File: src/rtl/synth_arith_pkg.sv
// Shared arithmetic definitions: divider FSM states, default operand width and counter sizing.
package synth_arith_pkg;

    typedef enum logic [1:0] {
        IDLE = 2'd0,
        RUN  = 2'd1,
        DONE = 2'd2
    } state_t;

    localparam int DEFAULT_WIDTH = 8;

    // Bits needed for a counter that must hold the value w itself.
    function automatic int cnt_width(input int w);
        return $clog2(w + 1);
    endfunction

endpackage

File: src/rtl/div_step_cell.sv
// One restoring-division step: shift in the next dividend bit, trial subtract, restore on borrow.
module div_step_cell #(
    parameter int WIDTH = 8
) (
    input  logic [WIDTH:0]   p_in,
    input  logic             dvd_bit,
    input  logic [WIDTH-1:0] divisor,
    output logic [WIDTH:0]   p_out,
    output logic             q_bit
);

    logic [WIDTH:0] shifted;
    logic [WIDTH:0] trial;

    always_comb begin
        shifted = (p_in << 1) | {{WIDTH{1'b0}}, dvd_bit};
        trial   = shifted - {1'b0, divisor};
        // MSB of the WIDTH+1 bit difference is the borrow.
        q_bit   = ~trial[WIDTH];
        p_out   = q_bit ? trial : shifted;
    end

endmodule

File: src/rtl/seq_divider.sv
// Iterative restoring divider, one quotient bit per clock, start/done handshake.
// Define SEQ_DIVIDER_SIGNED_EN for two's-complement operands (truncating division).
//
// state | meaning
// IDLE  | waiting for start; operands captured on start
// RUN   | one shift/subtract step per cycle, WIDTH cycles
// DONE  | single-cycle done pulse; start here chains the next division
module seq_divider
    import synth_arith_pkg::*;
#(
    parameter int WIDTH = DEFAULT_WIDTH
) (
    input  logic             clock,
    input  logic             reset,
    input  logic             start,
    input  logic [WIDTH-1:0] dividend,
    input  logic [WIDTH-1:0] divisor,
    output logic             busy,
    output logic             done,
    output logic [WIDTH-1:0] quotient,
    output logic [WIDTH-1:0] remainder,
    output logic             div_by_zero
);

    localparam int CW = cnt_width(WIDTH);

    state_t           state;
    logic [CW-1:0]    cnt;
    logic [WIDTH:0]   p_reg;
    logic [WIDTH-1:0] dvd_sh;
    logic [WIDTH-1:0] dvs;
    logic [WIDTH-1:0] q_sh;

    logic [WIDTH:0]   p_next;
    logic             q_bit;
    logic [WIDTH-1:0] q_next;
    logic [WIDTH-1:0] dvd_mag;
    logic [WIDTH-1:0] dvs_mag;
    logic [WIDTH-1:0] zero_q;
    logic [WIDTH-1:0] q_final;
    logic [WIDTH-1:0] r_final;

`ifdef SEQ_DIVIDER_SIGNED_EN
    logic neg_q;
    logic neg_r;
`endif

    div_step_cell #(.WIDTH(WIDTH)) u_step (
        .p_in    (p_reg),
        .dvd_bit (dvd_sh[WIDTH-1]),
        .divisor (dvs),
        .p_out   (p_next),
        .q_bit   (q_bit)
    );

    always_comb begin
        q_next = (q_sh << 1) | {{(WIDTH-1){1'b0}}, q_bit};
`ifdef SEQ_DIVIDER_SIGNED_EN
        dvd_mag = dividend[WIDTH-1] ? ('0 - dividend) : dividend;
        dvs_mag = divisor[WIDTH-1]  ? ('0 - divisor)  : divisor;
        zero_q  = dividend[WIDTH-1] ? {{(WIDTH-1){1'b0}}, 1'b1} : '1;
        q_final = neg_q ? ('0 - q_next) : q_next;
        r_final = neg_r ? ('0 - p_next[WIDTH-1:0]) : p_next[WIDTH-1:0];
`else
        dvd_mag = dividend;
        dvs_mag = divisor;
        zero_q  = '1;
        q_final = q_next;
        r_final = p_next[WIDTH-1:0];
`endif
    end

    always_ff @(posedge clock) begin
        if (reset) begin
            state       <= IDLE;
            busy        <= 1'b0;
            done        <= 1'b0;
            div_by_zero <= 1'b0;
            quotient    <= '0;
            remainder   <= '0;
            cnt         <= '0;
            p_reg       <= '0;
            dvd_sh      <= '0;
            dvs         <= '0;
            q_sh        <= '0;
`ifdef SEQ_DIVIDER_SIGNED_EN
            neg_q       <= 1'b0;
            neg_r       <= 1'b0;
`endif
        end else begin
            done <= 1'b0;
            case (state)
                IDLE, DONE: begin
                    busy <= 1'b0;
                    if (start) begin
                        if (divisor == '0) begin
                            state       <= DONE;
                            done        <= 1'b1;
                            div_by_zero <= 1'b1;
                            quotient    <= zero_q;
                            remainder   <= dividend;
                        end else begin
                            state  <= RUN;
                            busy   <= 1'b1;
                            cnt    <= CW'(WIDTH);
                            p_reg  <= '0;
                            q_sh   <= '0;
                            dvd_sh <= dvd_mag;
                            dvs    <= dvs_mag;
`ifdef SEQ_DIVIDER_SIGNED_EN
                            neg_q  <= dividend[WIDTH-1] ^ divisor[WIDTH-1];
                            neg_r  <= dividend[WIDTH-1];
`endif
                        end
                    end else begin
                        state <= IDLE;
                    end
                end
                RUN: begin
                    p_reg  <= p_next;
                    dvd_sh <= dvd_sh << 1;
                    q_sh   <= q_next;
                    cnt    <= cnt - CW'(1);
                    if (cnt == CW'(1)) begin
                        state       <= DONE;
                        busy        <= 1'b0;
                        done        <= 1'b1;
                        div_by_zero <= 1'b0;
                        quotient    <= q_final;
                        remainder   <= r_final;
                    end
                end
                default: begin
                    state <= IDLE;
                    busy  <= 1'b0;
                end
            endcase
        end
    end

endmodule

File: config.mk
export PLATFORM = sky130hd
export DESIGN_NAME = seq_divider
export DESIGN_NICKNAME = d
export VERILOG_FILES = /design/src/rtl/synth_arith_pkg.sv /design/src/rtl/div_step_cell.sv /design/src/rtl/seq_divider.sv
export SDC_FILE = /design/constraint.sdc
export NUM_CORES = 1
export LEC_CHECK = 0
export ABC_CLOCK_PERIOD_IN_PS = 3000
export BUFFER_PORTS_ARGS = -buffer_cell sky130_fd_sc_hd__buf_2
export CORE_MARGIN = 2
export CORE_UTILIZATION = 30
export DETAILED_ROUTE_END_ITERATION = 12
export GPL_TIMING_DRIVEN = 0
export SYNTH_ARGS = -nofsm -noshare
export SYNTH_HDL_FRONTEND = slang
export SYNTH_SLANG_ARGS = --single-unit
File: constraint.sdc
create_clock -name clock -period 3 [get_ports clock]
set_input_delay 0.15 -clock clock [delete_from_list [all_inputs] [get_ports clock]]
set_output_delay 0.15 -clock clock [all_outputs]
set_load 0.005 [all_outputs]
==> run_results.csv, run 1 <==
group,metric,value,unit
synthesis,synth_warnings,0,
power_and_ir_drop,power_frac_comb,0.277,
place,place_ws,0.269,ns
drt,final_antenna_net_count,0,
synthesis,synth.area.top_cells,"dfxtp_1, nand2_1, nor2_1",
clocking,cts_tree,"done",
sta,period_share,0.926,
sta,setup_slack,0.221,ns
power_and_ir_drop,vdd_ir_drop_max,0.000218,V
place,gp_congestion,0.776,
synthesis,yosysTopAreaCellShare,0.420,
place,dp_hpwl,5.21,mm
layout,antenna_cells,0,
clocking,clk_latency,0.31,ns
synthesis,postSynthAreaPerCell,8.02,um2
sta,slew_headroom,0.549,
die,core_area,8590,um2
layout,nets,400,
synthesis,synth_top_cell_by_area,"dfxtp_1",
sta,setup_viol,0,
clocking,cts_setup_buffers,0,
sta,rsz0062_at_grt,"no",
die,rows,34,
drt,drt_iter0_drc,128,
job,max-cap-violations,0,
synthesis,netlist_area,2620,um2
drt,avgViaCountPerCell,5.07,
sta,setup_tns,0,ns
power_and_ir_drop,intPower,0.00112,W
synthesis,synth-seq-cells,55,
critical_path,critPathCaptureType,"flip-flop",
synthesis,ys_types,47,
critical_path,slowest_stage,"fa_1",
synthesis,synth_ff_type,"dfxtp_1",
layout,fillCellCount,926,
drt,post_drt_wl_per_cell,14.1,um
sta,finClkSkew,0.00901,ns
synthesis,synth_edf_count,0,
synthesis,synth_async_sr_flop_share,0,
drt,first_pass_iters,4,
sta,finalHoldViolations,0,
critical_path,crit_path_frequent_cell,"inv_1",
clocking,clkSinkCount,55,
status,status,"completed",
synthesis,syn_inst,327,
clocking,clockBufferDepth,2,
grt,grt_pass1_vias,2280,
critical_path,regToRegSetupSlack,0.22,ns
drt,num_vias,2429,
synthesis,ys_seq_area_frac,0.420,
grt,grt_max_degree,18,
min_path,min-delay-start,"divisor[7]",
die,io_pins,38,
drt,drt_wl_total,6.78,mm
min_path,min_path_cells,3,
grt,grtUsageTotal,0.142,
grt,grt_first_pass_wirelength,11.0,mm
sta,report.final.slew_viol_count,0,
clocking,cts_hold_buf,0,
place,io_buffer_count,36,
critical_path,regToRegEndpoint,"remainder[2]$_SDFFE_PP0P_",
layout,synthToLayoutAreaGrowth,15.4,%
critical_path,start_kind,"flip-flop",
critical_path,crit_type,"flip-flop to flip-flop",
critical_path,rr_worst_depth,10,
power_and_ir_drop,totalPowerFinal,0.00169,W
clocking,clk_pin_slew,0.10,ns
layout,drive_gt1_frac,0.162,
clocking,numCtsBuffers,5,
min_path,hold_end,"dvs[7]$_SDFFE_PP0P_",
die,die_x,97.5,um
critical_path,crit_chain,"inv_1 -> ha_1 -> inv_1 -> fa_1 -> a211oi_2 -> nor3_2 -> mux2i_2 -> nor2_4 -> or3_4 -> a311oi_2",
power_and_ir_drop,clkPwrFrac,0.247,
power_and_ir_drop,power_density,559,nW/um2
synthesis,syn-num-nets,357,
die,die_h,97.5,um
die,dieArea,9510,um2
critical_path,critPathMaxStageDelay,0.44,ns
drt,drc,0,
grt,grt_antenna_before_repair,0,
min_path,hp-class,"input port to flip-flop",
clocking,cts_resized,0,
critical_path,r2r-start,"dvd_sh[7]$_SDFFE_PP0P_",
die,initial_core_util,0.305,
power_and_ir_drop,pwr-share-seq,0.477,
critical_path,crit_fanout,9,
synthesis,synthTopCellsByCount,"dfxtp_1, nand2_1, nor2_1, a21oi_1, inv_1",
power_and_ir_drop,p_sw,0.000567,W
critical_path,worst_ep_arrival_time,3.01,ns
sta,tightestPinTransition,0.671,ns
layout,final_util,0.352,
clocking,root_buffer,"clkbuf_8",
grt,gr-total-overflow,0,
sta,fmax,360,MHz
critical_path,required,3.23,ns
power_and_ir_drop,sw_frac_of_total,0.335,
power_and_ir_drop,p_leak,1.19,nW
clocking,h-tree-depth,2,
synthesis,synth.most_common_cell,"dfxtp_1",
sta,finalCriticalPeriod,2.78,ns
cells by family (layout without fill, tap and decap cells):
group / count (synthesis) / count (layout) / synth area share
buffers and inverters: 31 / 75 / 0.0453
DFF: 55 / 55 / 0.420
xor gates and xnor gates: 5 / 5 / 0.0167
muxes: 6 / 6 / 0.0248
and+or+nand+nor: 144 / 144 / 0.243
AOI/OAI and AO/OA: 75 / 75 / 0.195
adders and majority gates: 11 / 11 / 0.0553
critical path: cells and delay by family (launching register included):
kind | cells | cell delay [ns]
DFF | 1 | 0.36
adders and majority gates | 2 | 0.59
and+or+nand+nor | 3 | 0.67
muxes | 1 | 0.42
AOI/OAI and AO/OA | 2 | 0.54
buffers and inverters | 2 | 0.12
power by group through the flow:
stage | registers [W] | clock network (W) | logic, W
global placement | 0.000822 | 0 | 0.000453
detailed placement | 0.000822 | 0 | 0.000464
global route | 0.000811 | 0.000450 | 0.000515
floorplan | 0.000813 | 0 | 0.000346
finish | 0.000806 | 0.000417 | 0.000468
CTS | 0.000806 | 0.000429 | 0.000466
metal layers:
layer | up-vias | GRT usage | share of wire
li1 | 1212 | - | -
met1 | 1136 | 0.180 | 0.45
met2 | 67 | 0.236 | 0.48
met3 | 14 | 0.0288 | 0.044
met4 | 0 | 0.0577 | 0.026
met5 | - | 0 | 0
layout by cell type, fill, tap and decap left out, types with 5 or more instances in the layout:
cell / synthesis / routed
ha_1: 10 / 10
dfxtp_1: 55 / 55
clkbuf_8: 0 / 5
a211oi_1: 5 / 5
a21oi_1: 26 / 26
inv_1: 14 / 14
nand2_1: 54 / 54
o21ai_0: 11 / 11
nor3_1: 12 / 12
buf_2: 2 / 38
nor2_1: 51 / 51
clkbuf_1: 13 / 14
a311oi_1: 7 / 7
nand3_1: 6 / 6
worst max-delay path by stage:
stage                                     end  depth (start not counted)                   start  slack, ns
detailed placement  remainder[2]$_SDFFE_PP0P_                         10  dvd_sh[7]$_SDFFE_PP0P_       0.27
global route        remainder[1]$_SDFFE_PP0P_                         10  dvd_sh[7]$_SDFFE_PP0P_       0.03
CTS                 remainder[2]$_SDFFE_PP0P_                         10  dvd_sh[7]$_SDFFE_PP0P_       0.21
floorplan           remainder[2]$_SDFFE_PP0P_                         10  dvd_sh[7]$_SDFFE_PP0P_       0.58
global placement    remainder[0]$_SDFFE_PP0P_                         10  dvd_sh[7]$_SDFFE_PP0P_       0.29
finish              remainder[2]$_SDFFE_PP0P_                         10  dvd_sh[7]$_SDFFE_PP0P_       0.22
layout make-up:
class / count / area [um2] / area share
inverters: 14 / 52.6 / 0.0174
clock buffers: 6 / 72.6 / 0.0240
plain buffers: 17 / 66.3 / 0.0219
well taps: 108 / 135 / 0.0446
clock inverters: 2 / 16.3 / 0.00537
multi-input cells: 241 / 1400 / 0.463
flip-flops and latches: 55 / 1100 / 0.364
repair buffers: 36 / 180 / 0.0595
metrics by stage:
step / std cells / instance area, um2 / hold WS, ns
6_report: 479 / 3030 / 0.0900
5_1_grt: 479 / 3030 / 0.0870
4_1_cts: 479 / 3030 / 0.0825
3_5_place_dp: 471 / 2940 / 0.414
3_3_place_gp: 471 / 2940 / 0.412
2_1_floorplan: 327 / 2620 / 0.286
No activity file was read; power rests on OpenSTA's default activity.
==> run 2, diff against run 1 <==
--- a/config.mk
+++ b/config.mk
@@ -11,6 +11,7 @@
 export CORE_UTILIZATION = 30
 export DETAILED_ROUTE_END_ITERATION = 12
 export GPL_TIMING_DRIVEN = 0
+export PLACE_DENSITY = 0.58
 export SYNTH_ARGS = -nofsm -noshare
 export SYNTH_HDL_FRONTEND = slang
 export SYNTH_SLANG_ARGS = --single-unit
==> run 2 against run 1 <==
Effect of this change: combinational power about the same; sequential power barely moved; clock power hardly changed; total power about the same; fmax grew 0.85%; final cell count stayed put; die area is the same; sequential share of layout area unchanged; critical path depth stayed put.
==> run_results.csv, run 2 (synthesis gave the netlist of run 1 again) <==
group,metric,value,unit
clocking,cts_hold_buf,0,
clocking,cts_setup_buffers,0,
power_and_ir_drop,power_frac_comb,0.275,
drt,final_antenna_net_count,0,
layout,antenna_cells,0,
clocking,cts_tree,"done",
critical_path,worst_ep_arrival_time,2.96,ns
critical_path,required,3.21,ns
sta,tightestPinTransition,0.685,ns
drt,first_pass_iters,4,
sta,rsz0062_at_grt,"no",
power_and_ir_drop,p_leak,1.19,nW
grt,grt_max_degree,18,
sta,finalHoldViolations,0,
place,place_inst,471,
status,status,"completed",
power_and_ir_drop,totalPowerFinal,0.00169,W
layout,final_common_cell,"dfxtp_1",
clocking,h-tree-depth,2,
clocking,clk_pin_slew,0.10,ns
layout,synthToLayoutAreaGrowth,15.4,%
die,core_area,8590,um2
place,io_buffer_count,36,
die,initial_core_util,0.305,
place,dpl_cell_area,2940,um2
place,dp_hpwl,5.13,mm
layout,fin_cells,479,
clocking,clkSinkCount,55,
critical_path,critPathCaptureType,"flip-flop",
power_and_ir_drop,p_sw,0.000566,W
critical_path,start_kind,"flip-flop",
clocking,clk_latency,0.31,ns
grt,grt_pass1_vias,2341,
layout,layout.cells.most_common_list,"dfxtp_1, nand2_1, nor2_1, buf_2, a21oi_1",
die,dieArea,9510,um2
power_and_ir_drop,clkPwrFrac,0.247,
layout,nets,400,
sta,fmax,363,MHz
drt,drt_wl_total,6.71,mm
power_and_ir_drop,power_density,558,nW/um2
drt,drt_iter0_drc,85,
clocking,clockBufferDepth,2,
die,rows,34,
min_path,hp-class,"input port to flip-flop",
power_and_ir_drop,sw_frac_of_total,0.335,
place,gp_congestion,0.824,
critical_path,crit_type,"flip-flop to flip-flop",
sta,setup_tns,0,ns
power_and_ir_drop,intPower,0.00112,W
drt,post_drt_wl_per_cell,14.0,um
power_and_ir_drop,pwr-share-seq,0.477,
die,die_x,97.5,um
grt,grtUsageTotal,0.144,
sta,finClkSkew,0.00757,ns
sta,period_share,0.919,
sta,setup_viol,0,
layout,drive_gt1_frac,0.162,
grt,gr-total-overflow,0,
die,io_pins,38,
grt,grt_first_pass_wirelength,11.2,mm
grt,grt_antenna_before_repair,0,
power_and_ir_drop,vdd_ir_drop_max,0.000195,V
layout,final_area,3030,um2
sta,report.final.slew_viol_count,0,
sta,finalCriticalPeriod,2.76,ns
sta,slew_headroom,0.539,
drt,drc,0,
critical_path,crit_fanout,9,
clocking,numCtsBuffers,5,
clocking,root_buffer,"clkbuf_8",
drt,avgViaCountPerCell,4.97,
job,max-cap-violations,0,
clocking,cts_resized,0,
die,die_h,97.5,um
drt,num_vias,2379,
-- run 2: path summary, 6_finish.rpt --
kind	start	end	slack (ns)	cells past startpoint
setup / recovery	dvd_sh[7]$_SDFFE_PP0P_	remainder[1]$_SDFFE_PP0P_	0.24	10
hold / removal	divisor[7]	dvs[7]$_SDFFE_PP0P_	0.08	3
setup reg to reg	dvd_sh[7]$_SDFFE_PP0P_	remainder[1]$_SDFFE_PP0P_	0.24	10
hold reg to reg	remainder[5]$_SDFFE_PP0P_	remainder[5]$_SDFFE_PP0P_	0.46	2
-- run 2: stage by stage --
stage	worst slack, ns	hold WS [ns]	util
2_1_floorplan	0.585	0.286	-
3_3_place_gp	0.332	0.411	0.342
3_5_place_dp	0.310	0.416	0.342
4_1_cts	0.255	0.0813	0.352
5_1_grt	0.0325	0.0891	0.352
6_report	0.244	0.0830	0.352
-- run 2: power groups by stage --
stage	Combinational [W]	Sequential [W]	Clock [W]
6_report	0.000465	0.000807	0.000418
2_1_floorplan	0.000346	0.000813	0
5_1_grt	0.000519	0.000812	0.000466
3_3_place_gp	0.000456	0.000822	0
3_5_place_dp	0.000460	0.000823	0
4_1_cts	0.000464	0.000806	0.000431
-- run 2: cell type report --
class / count / area (um2)
fill: 932 / 5570
multi-input combinational: 241 / 1400
sequential: 55 / 1100
timing repair buffer: 36 / 180
tap: 108 / 135
clock buffer: 6 / 72.6
buffer: 17 / 66.3
inverter: 14 / 52.6
clock inverter: 2 / 16.3
-- run 2: metal layers --
layer	vias up	wire, um	global-route usage
met5	-	0	0
met2	35	3330	0.258
met1	1123	3130	0.179
li1	1215	-	-
met4	0	57	0.0321
met3	6	197	0.0281
-- run 2: critical path: stages, from the launching register on --
cell and delay (ns):
dfxtp_1 0.36, inv_1 0.07, ha_1 0.15, inv_1 0.05, fa_1 0.44, a211oi_2 0.30, nor3_2 0.09, mux2i_2 0.43
nor2_4 0.16, mux2i_1 0.20, a2111oi_2 0.39
